$ cat config.mk
export PLATFORM = sky130hd
export DESIGN_NAME = clock_timekeeper_p
export DESIGN_NICKNAME = d
export VERILOG_FILES = /design/src/rtl/clock_timekeeper_p.sv
export SDC_FILE = /design/constraint.sdc
export NUM_CORES = 1
export LEC_CHECK = 0
export CORE_MARGIN = 1.5
export CORE_UTILIZATION = 45
export CTS_CLUSTER_SIZE = 8
export DETAILED_ROUTE_END_ITERATION = 12
export DONT_BUFFER_PORTS = 1
export PLACE_DENSITY_LB_ADDON = 0.25
export SKIP_LAST_GASP = 1
export SYNTH_ARGS = -nofsm -noshare
export SYNTH_HDL_FRONTEND = slang
export SYNTH_SLANG_ARGS = --single-unit
$ cat constraint.sdc
create_clock -name clk -period 2.15 [get_ports clk]
set_input_delay 0.215 -clock clk [delete_from_list [all_inputs] [get_ports clk]]
set_output_delay 0.215 -clock clk [all_outputs]
set_load 0.01 [all_outputs]
$ cat src/rtl/clock_timekeeper_p.sv
// Centisecond timekeeper: divided tick, msec/sec/min/hour carry chain, run/hold,
// button time-set, 12/24-hour display mapping and an hh:mm alarm pulse.
`timescale 1ns/1ps

module clock_timekeeper_p #(
  parameter int CLK_DIV = 1_000_000,
  parameter int DIV_W   = 20
) (
  input  logic       clk,
  input  logic       rst,
  input  logic       run,
  input  logic       btn_hour,
  input  logic       btn_min,
  input  logic       btn_sec,
  input  logic       mode_12h,
  input  logic       alarm_en,
  input  logic [4:0] alarm_hour,
  input  logic [5:0] alarm_min,
  output logic [6:0] o_msec,
  output logic [5:0] o_sec,
  output logic [5:0] o_min,
  output logic [4:0] o_hour,
  output logic       o_pm,
  output logic       o_alarm
);

  localparam logic [DIV_W-1:0] DIV_MAX = DIV_W'(CLK_DIV - 1);

  logic [DIV_W-1:0] div_q, div_next;
  logic [6:0]       msec_q, msec_next;
  logic [5:0]       sec_q, sec_next;
  logic [5:0]       min_q, min_next;
  logic [4:0]       hour_q, hour_next;
  logic             hour_prev_q, min_prev_q, sec_prev_q;
  logic             hour_edge_q, min_edge_q, sec_edge_q;
  logic             alarm_q;

  logic tick;
  logic msec_wrap;
  logic sec_wrap;
  logic min_carry;
  logic min_wrap;
  logic alarm_hit;

  // NOTE: every signal gets a default at the top of always_comb so no path
  // leaves it unassigned, which would otherwise infer a latch.
  always_comb begin
    // A pending seconds-sync edge swallows the tick of the same cycle.
    tick      = run && (div_q == DIV_MAX) && !sec_edge_q;
    msec_wrap = tick && (msec_q == 7'd99);
    sec_wrap  = msec_wrap && (sec_q == 6'd59);
    // The minute button owns the minute field this cycle; the carry is dropped.
    min_carry = sec_wrap && !min_edge_q;
    min_wrap  = min_carry && (min_q == 6'd59);

    div_next  = div_q;
    msec_next = msec_q;
    sec_next  = sec_q;
    min_next  = min_q;
    hour_next = hour_q;

    if (sec_edge_q) begin
      div_next  = '0;
      msec_next = '0;
      sec_next  = '0;
    end else if (run) begin
      div_next = (div_q == DIV_MAX) ? '0 : div_q + DIV_W'(1);
      if (tick) begin
        msec_next = msec_wrap ? 7'd0 : msec_q + 7'd1;
        if (msec_wrap)
          sec_next = sec_wrap ? 6'd0 : sec_q + 6'd1;
      end
    end

    if (min_edge_q || min_carry)
      min_next = (min_q == 6'd59) ? 6'd0 : min_q + 6'd1;

    if (hour_edge_q || min_wrap)
      hour_next = (hour_q == 5'd23) ? 5'd0 : hour_q + 5'd1;

    alarm_hit = min_carry && alarm_en &&
                (hour_next == alarm_hour) && (min_next == alarm_min);
  end

  // NOTE: sequential state uses non-blocking assignments so every register
  // samples the pre-edge values, independent of statement order.
  always_ff @(posedge clk or negedge rst) begin
    if (!rst) begin
      div_q       <= '0;
      msec_q      <= '0;
      sec_q       <= '0;
      min_q       <= '0;
      hour_q      <= '0;
      hour_prev_q <= 1'b0;
      min_prev_q  <= 1'b0;
      sec_prev_q  <= 1'b0;
      hour_edge_q <= 1'b0;
      min_edge_q  <= 1'b0;
      sec_edge_q  <= 1'b0;
      alarm_q     <= 1'b0;
    end else begin
      div_q       <= div_next;
      msec_q      <= msec_next;
      sec_q       <= sec_next;
      min_q       <= min_next;
      hour_q      <= hour_next;
      hour_prev_q <= btn_hour;
      min_prev_q  <= btn_min;
      sec_prev_q  <= btn_sec;
      hour_edge_q <= btn_hour & ~hour_prev_q;
      min_edge_q  <= btn_min & ~min_prev_q;
      sec_edge_q  <= btn_sec & ~sec_prev_q;
      alarm_q     <= alarm_hit;
    end
  end

  // Display mapping only; the internal hour stays in 24-hour form.
  always_comb begin
    o_hour = hour_q;
    o_pm   = 1'b0;
    if (mode_12h) begin
      o_pm = (hour_q >= 5'd12);
      if (hour_q == 5'd0)
        o_hour = 5'd12;
      else if (hour_q > 5'd12)
        o_hour = hour_q - 5'd12;
    end
  end

  assign o_msec  = msec_q;
  assign o_sec   = sec_q;
  assign o_min   = min_q;
  assign o_alarm = alarm_q;

endmodule

**After elaboration in Yosys (flattened, before gate mapping)**

Cells that the tools add are included.

- Add/subtract/negate cells: 6
- $mul: 0
- Div/mod/pow operators: 0
- Magnitude comparators: 2
- Eq/ne operators: 7
- Shifts and indexed selects: 0
- Muxes and demuxes: 20
- Bitwise logic cells: 6
- Reduce and logical (&&, ||, !) cells: 19

Operators by type and width:

| operator | number |
|---|---|
| 2-to-1 mux 20 bit | 3 |
| 2-to-1 mux 6 bit | 7 |
| 2-to-1 mux 7 bit | 4 |
| 2-to-1 mux 5 bit | 5 |
| adder 20 x 1 -> 20 bit, second input constant | 1 |
| equality test 20 bit, second input constant | 1 |
| adder 6 x 1 -> 6 bit, second input constant | 2 |
| equality test 6 bit, second input constant | 2 |
| logical AND 1 bit | 9 |
| adder 7 x 1 -> 7 bit, second input constant | 1 |
| equality test 7 bit, second input constant | 1 |
| equality test 6 bit | 1 |
| nonzero test 2 bit | 3 |
| adder 5 x 1 -> 5 bit, second input constant | 1 |
| equality test 5 bit | 1 |
| equality test 5 bit, second input constant | 1 |
| greater-or-equal comparator 5 x 4 -> 1 bit, second input constant | 1 |
| > comparator 5 x 4 -> 1 bit, second input constant | 1 |
| zero test 5 bit | 1 |
| subtractor 5 x 4 -> 5 bit, second input constant | 1 |
| bitwise AND 1 bit | 3 |
| inverter 1 bit | 3 |
| AND reduction 3 bit | 1 |
| zero test 1 bit | 2 |
| 3 further kinds | 4 |

- Register bits: 51
- Bits in latches: 0
- Bits in writable memories: 0
- ROM bits: 0
- Output and inout port bits: 26
- Word-level logic and storage cells: 72
- Memories kept: 0

**Logic depth before layout (Yosys ltp)**

- Depth in word-level cells: 12
- Depth in mapped cells: 10
- Mapped depth without buffers: 9

**Worst setup path before layout**

Ideal clock, no wire load.

- Kind: reg-to-reg
- From: register sec_q[0] (netlist: o_sec[0])
- To: register alarm_q (netlist: o_alarm)
- Arrival time: 2.315 ns
- Path slack: -0.260 ns
- Stages on the path, launching flop included: 9
- Cells stage by stage: dfrtp_1 ha_1 nand4_1 nor4b_4 o211ai_1 o211a_1 or3_1 a222oi_1 nor4b_2

- Longest elaborated chain between the ends: 9
- Elaborated cells on any way between the ends: 13
- Classes of those cells: 3 x eq/ne; 2 x mux; 8 x reduce/logical

Ends and longest elaborated chain:

| what | RTL line | RTL |
|---|---|---|
| from (decl) | 31 | `logic [5:0] sec_q, sec_next;` |
| from (signal assigned) | 104 | `sec_q <= sec_next;` |
| equality test 6 bit (*) | 51 | `sec_wrap = msec_wrap && (sec_q == 6'd59);` |
| logical AND 1 bit (*) | 51 |  |
| logical AND 1 bit (*) | 53 | `min_carry = sec_wrap && !min_edge_q;` |
| logical AND 1 bit | 54 | `min_wrap = min_carry && (min_q == 6'd59);` |
| logical OR 1 bit | 78 | `if (hour_edge_q \|\| min_wrap)` |
| 2-to-1 mux 5 bit | 78 |  |
| equality test 5 bit | 82 | `(hour_next == alarm_hour) && (min_next == alarm_min);` |
| logical AND 1 bit | 81 | `alarm_hit = min_carry && alarm_en &&` |
| logical AND 1 bit (*) | 82 |  |
| via alarm_hit | 43 | `logic alarm_hit;` |
| to (signal assigned) | 113 | `alarm_q <= alarm_hit;` |
| to (decl) | 36 | `logic alarm_q;` |

Mark *: on every way through the listed nets, which the timed path passes. The rest lies on a longest branch.
A chain may end at the register's enable or synchronous reset.

**Final worst setup path**

- From: register sec_q[0] (netlist: o_sec[0])
- To: register alarm_q (netlist: o_alarm)

- Elaborated cells on any way between the ends: 13
- Classes of those cells: 3 x eq/ne; 2 x mux; 8 x reduce/logical

RTL lines:

| what | RTL line | RTL |
|---|---|---|
| equality test 6 bit | 51 |  |
| logical AND 1 bit | 51 |  |
| logical AND 1 bit | 53 |  |
| logical OR 1 bit | 75 | `if (min_edge_q \|\| min_carry)` |
| 2-to-1 mux 6 bit | 75 |  |
| via min_next[2] | 32 | `logic [5:0] min_q, min_next;` |
| equality test 6 bit | 82 |  |
| logical AND 1 bit | 82 |  |
| via alarm_hit | 43 |  |

The timed path passes the listed nets, and every way through them passes these cells.

==> summary.txt <==
Finish
  – Most used cells in the layout excluding fill and tap cells: buf_4 (73), dfrtp_1 (51), nor2_1 (33)
  – Finished Layout Cells: 531
  – Final instance area: 4120 um^2
  – Nets@finish: 463
  – # diodes: 0
  – Fill count: 639
  – Fraction of layout cells with a size suffix above 1: 0.251
  – Most common cell after layout, fill and taps aside: buf_4
  – Synth-to-layout area growth: 25.7%

Yosys
  – Mean Syn Cell Area: ~9.1 um^2
  – Post-synth EDFFs: 0
  – Synth Instances: between 300 and 400
  – Asr flop ratio synth: 1.00
  – Netlist cell types: 61
  – Synth Flop Type: dfrtp_1
  – Register area share after synthesis: 0.390
  – Syn_nets: 389
  – Post-Syn Area: around 3300 um^2
  – YS warnings: 0
  – Yosys reg bits: 51

Placement
  – Gpl congestion: a little under 0.9
  – Placed cells: 513
  – Placement Cell Area: 3850 um^2
  – Port Buf Inserts: 0
  – HPWL after detailed placement: between 6 and 7 mm

Worst setup path
  – R2R cell count: 9
  – CP startpoint kind: flip-flop
  – Critical Path Fanout Max: 4
  – Slowest cell on crit path: dfrtp_1
  – CP Capture Type: flip-flop
  – Critical path's top delay family: simple AND/OR/NAND/NOR gates
  – Max incr delay on CP: 0.36 ns
  – WP depth: 9
  – Setup crit start: o_sec[0]$_DFFE_PN0P_
  – Worst Path Arrival: around 2.5 ns
  – FF-to-FF Start: o_sec[0]$_DFFE_PN0P_
  – Worst R2R End: o_alarm$_DFF_PN0_
  – Critical path endpoint: o_alarm$_DFF_PN0_
  – Critical path class: reg -> reg
  – Cell mode on critical path: nand4_1
  – Required @ worst endpoint: 2.37 ns
  – CP cell instances: ha_2, nand4_1, or2_4, buf_4, a221oi_1, nand3_1, xnor2_1, nand4_1, nor4b_2
  – Critical path buffers and inverters: 1
  – Setup slack, reg-to-reg: -0.13 ns

Global route
  – Grt ovf: 0
  – Vias in the first global route: between 2000 and 3000
  – Top Usage Layer GRT: met2
  – Met1 global-route usage: 0.310
  – First-pass GRT wire length: around 13 mm
  – Met2 Use GR: 0.352
  – Met3 GRT Util: 0.0448
  – GRT Overall Usage: 0.220
  – Antenna violations before repair: 0
  – Largest net degree at the start of global routing: 52

Run status
  – Outcome: complete, but fails checks
  – Violated checks: setup timing

Die
  – Die height: about 88 um
  – Die W: 88.3 um
  – Num rows: 30
  – Starting Density: 0.474
  – Die ar.: ~7800 um^2
  – Num ports: 45
  – Core area: 6910 um^2

Power and ir drop
  – Pwr/cell area: about 660 nW/um^2
  – Leakage power: 1.83 nW
  – Worst IR drop on VDD: 348 uV
  – Tot Pwr: 2.73 mW

Clock tree
  – CTS HTree Levels: 2
  – TritonCTS clock tree: built
  – CTS buffer count: 5
  – CTS max path bufs: 2
  – CTS Root Cell: clkbuf_8
  – CTS sink count: 51
  – Skew-Pair Late Insertion Delay: roughly 0.30 ns
  – Clk slew on worst S/H paths: 0.09 ns

STA
  – Setup TNS: -0.135 ns
  – Crit share post-route: 1.06
  – Hold Slack: 0.0458 ns
  – Max-slew violations: 0
  – Clock Skews: 0.00513 ns
  – Worst slew margin: 0.720
  – Final setup margin: -0.135 ns
  – RSZ-0062 raised after global routing: yes
  – Worst Max-Slew Pin Slew: 0.415 ns
  – F_max: approximately 440 MHz
  – Setup Viol. Count Final: 1
  – Min Tclk post-route: 2.28 ns
  – Final Hold Viols: 0

Detailed routing
  – Drt first pass iters: 5
  – DRT Wirelength: 8.33 mm
  – Routed length per instance: 15.7 um
  – Vias: 3098
  – DR vias/cell: 5.83
  – Final ANT Viol Nets: 0
  – 1st-iter DRT viols: 239
  – Remaining DRCs: 0

Job
  – Max cap viols: 0

Worst hold path
  – HP Class: in -> reg
## through the flow
step | setup slack [ns] | util
finish | -0.135 | 0.596
global route | -0.307 | 0.596
CTS | -0.112 | 0.587
detailed placement | -0.110 | 0.557
global placement | -0.0403 | 0.557
floorplan | -0.260 | -
## synthesized netlist by cell type (4+ instances only)
| cell | number | area [um^2] |
|---|---|---|
| nor3_1 | 8 | 40.0 |
| inv_1 | 14 | 52.6 |
| xor2_1 | 13 | 114 |
| dfrtp_1 | 51 | 1280 |
| and3_1 | 8 | 50.1 |
| nand2_1 | 32 | 120 |
| nor2_1 | 33 | 124 |
| or3_1 | 6 | 37.5 |
| a21oi_1 | 16 | 80.1 |
| nor2b_1 | 7 | 43.8 |
| xnor2_1 | 13 | 114 |
| o2111ai_1 | 5 | 43.8 |
| o211ai_1 | 8 | 60.1 |
| o21ai_0 | 19 | 95.1 |
| ha_1 | 9 | 113 |
| clkbuf_1 | 10 | 37.5 |
| o21a_1 | 5 | 37.5 |
| nand3_1 | 20 | 100 |
| and4_1 | 4 | 35.0 |
| nand4_1 | 11 | 68.8 |
## layout make-up
cell class,instances,area [um^2],share of cell area
flip-flops and latches,51,1280,0.310
multi-input cells,284,1940,0.471
inverters,14,52.6,0.0128
well taps,96,120,0.0292
clock buffers,6,72.6,0.0176
clock inverters,1,30.0,0.00730
repair buffers,79,627,0.152
## worst register-to-register path, cell delays in order (launching register included)
cell	delay [ns]
dfrtp_1	0.36
ha_2	0.18
nand4_1	0.10
or2_4	0.29
buf_4	0.16
a221oi_1	0.26
nand3_1	0.16
xnor2_1	0.23
nand4_1	0.15
nor4b_2	0.30
## routing by layer
layer,up-vias,routed length (um)
met4,0,91
met5,-,0
met2,98,3880
met3,10,538
li1,1471,-
met1,1519,3820
## flip-flops by register name, indices dropped and copies added (netlist names)
name         cells
div_q           20
hour_edge_q      1
hour_prev_q      1
hour_q           5
min_edge_q       1
min_prev_q       1
o_alarm          1
o_min            6
o_msec           7
o_sec            6
sec_edge_q       1
sec_prev_q       1
## where the power goes
part           switching [mW]  internal, mW  leakage (nW)
Combinational           0.531         0.419          1.11
Clock                   0.313         0.342        0.0513
Sequential             0.0874          1.04         0.667
Total                   0.932          1.80          1.83
## how the worst min path moves through the flow
| stage | depth (start not counted) | end | startpoint |
|---|---|---|---|
| floorplan | 0 | div_q[0]$_DFFE_PN0P_ | rst |
| global placement | 0 | sec_prev_q$_DFF_PN0_ | rst |
| detailed placement | 0 | sec_prev_q$_DFF_PN0_ | rst |
| CTS | 1 | sec_edge_q$_DFF_PN0_ | btn_sec |
| global route | 1 | min_edge_q$_DFF_PN0_ | btn_min |
| finish | 1 | min_edge_q$_DFF_PN0_ | btn_min |
## kinds of logic after synthesis
family,Yosys count,synth area share
flip-flops,51,0.390
multiplexers,3,0.00917
adder cells (fa/ha/maj),9,0.0344
buffers and inverters,26,0.0333
AND/OR/NAND/NOR,166,0.301
AO/OA/AOI/OAI,80,0.162
XOR/XNOR,26,0.0696
## repair_timing
item | in CTS | in global routing
hold endpoints to repair | 54 | 0
cloned | 0 | 0
hold buffers | 5 | 0
pin swaps | 11 | 6
resized for setup | 7 | 9
setup buffers | 2 | 4
endpoints found under the setup margin | 2 | 5
Power figures use the tool's default switching activity.
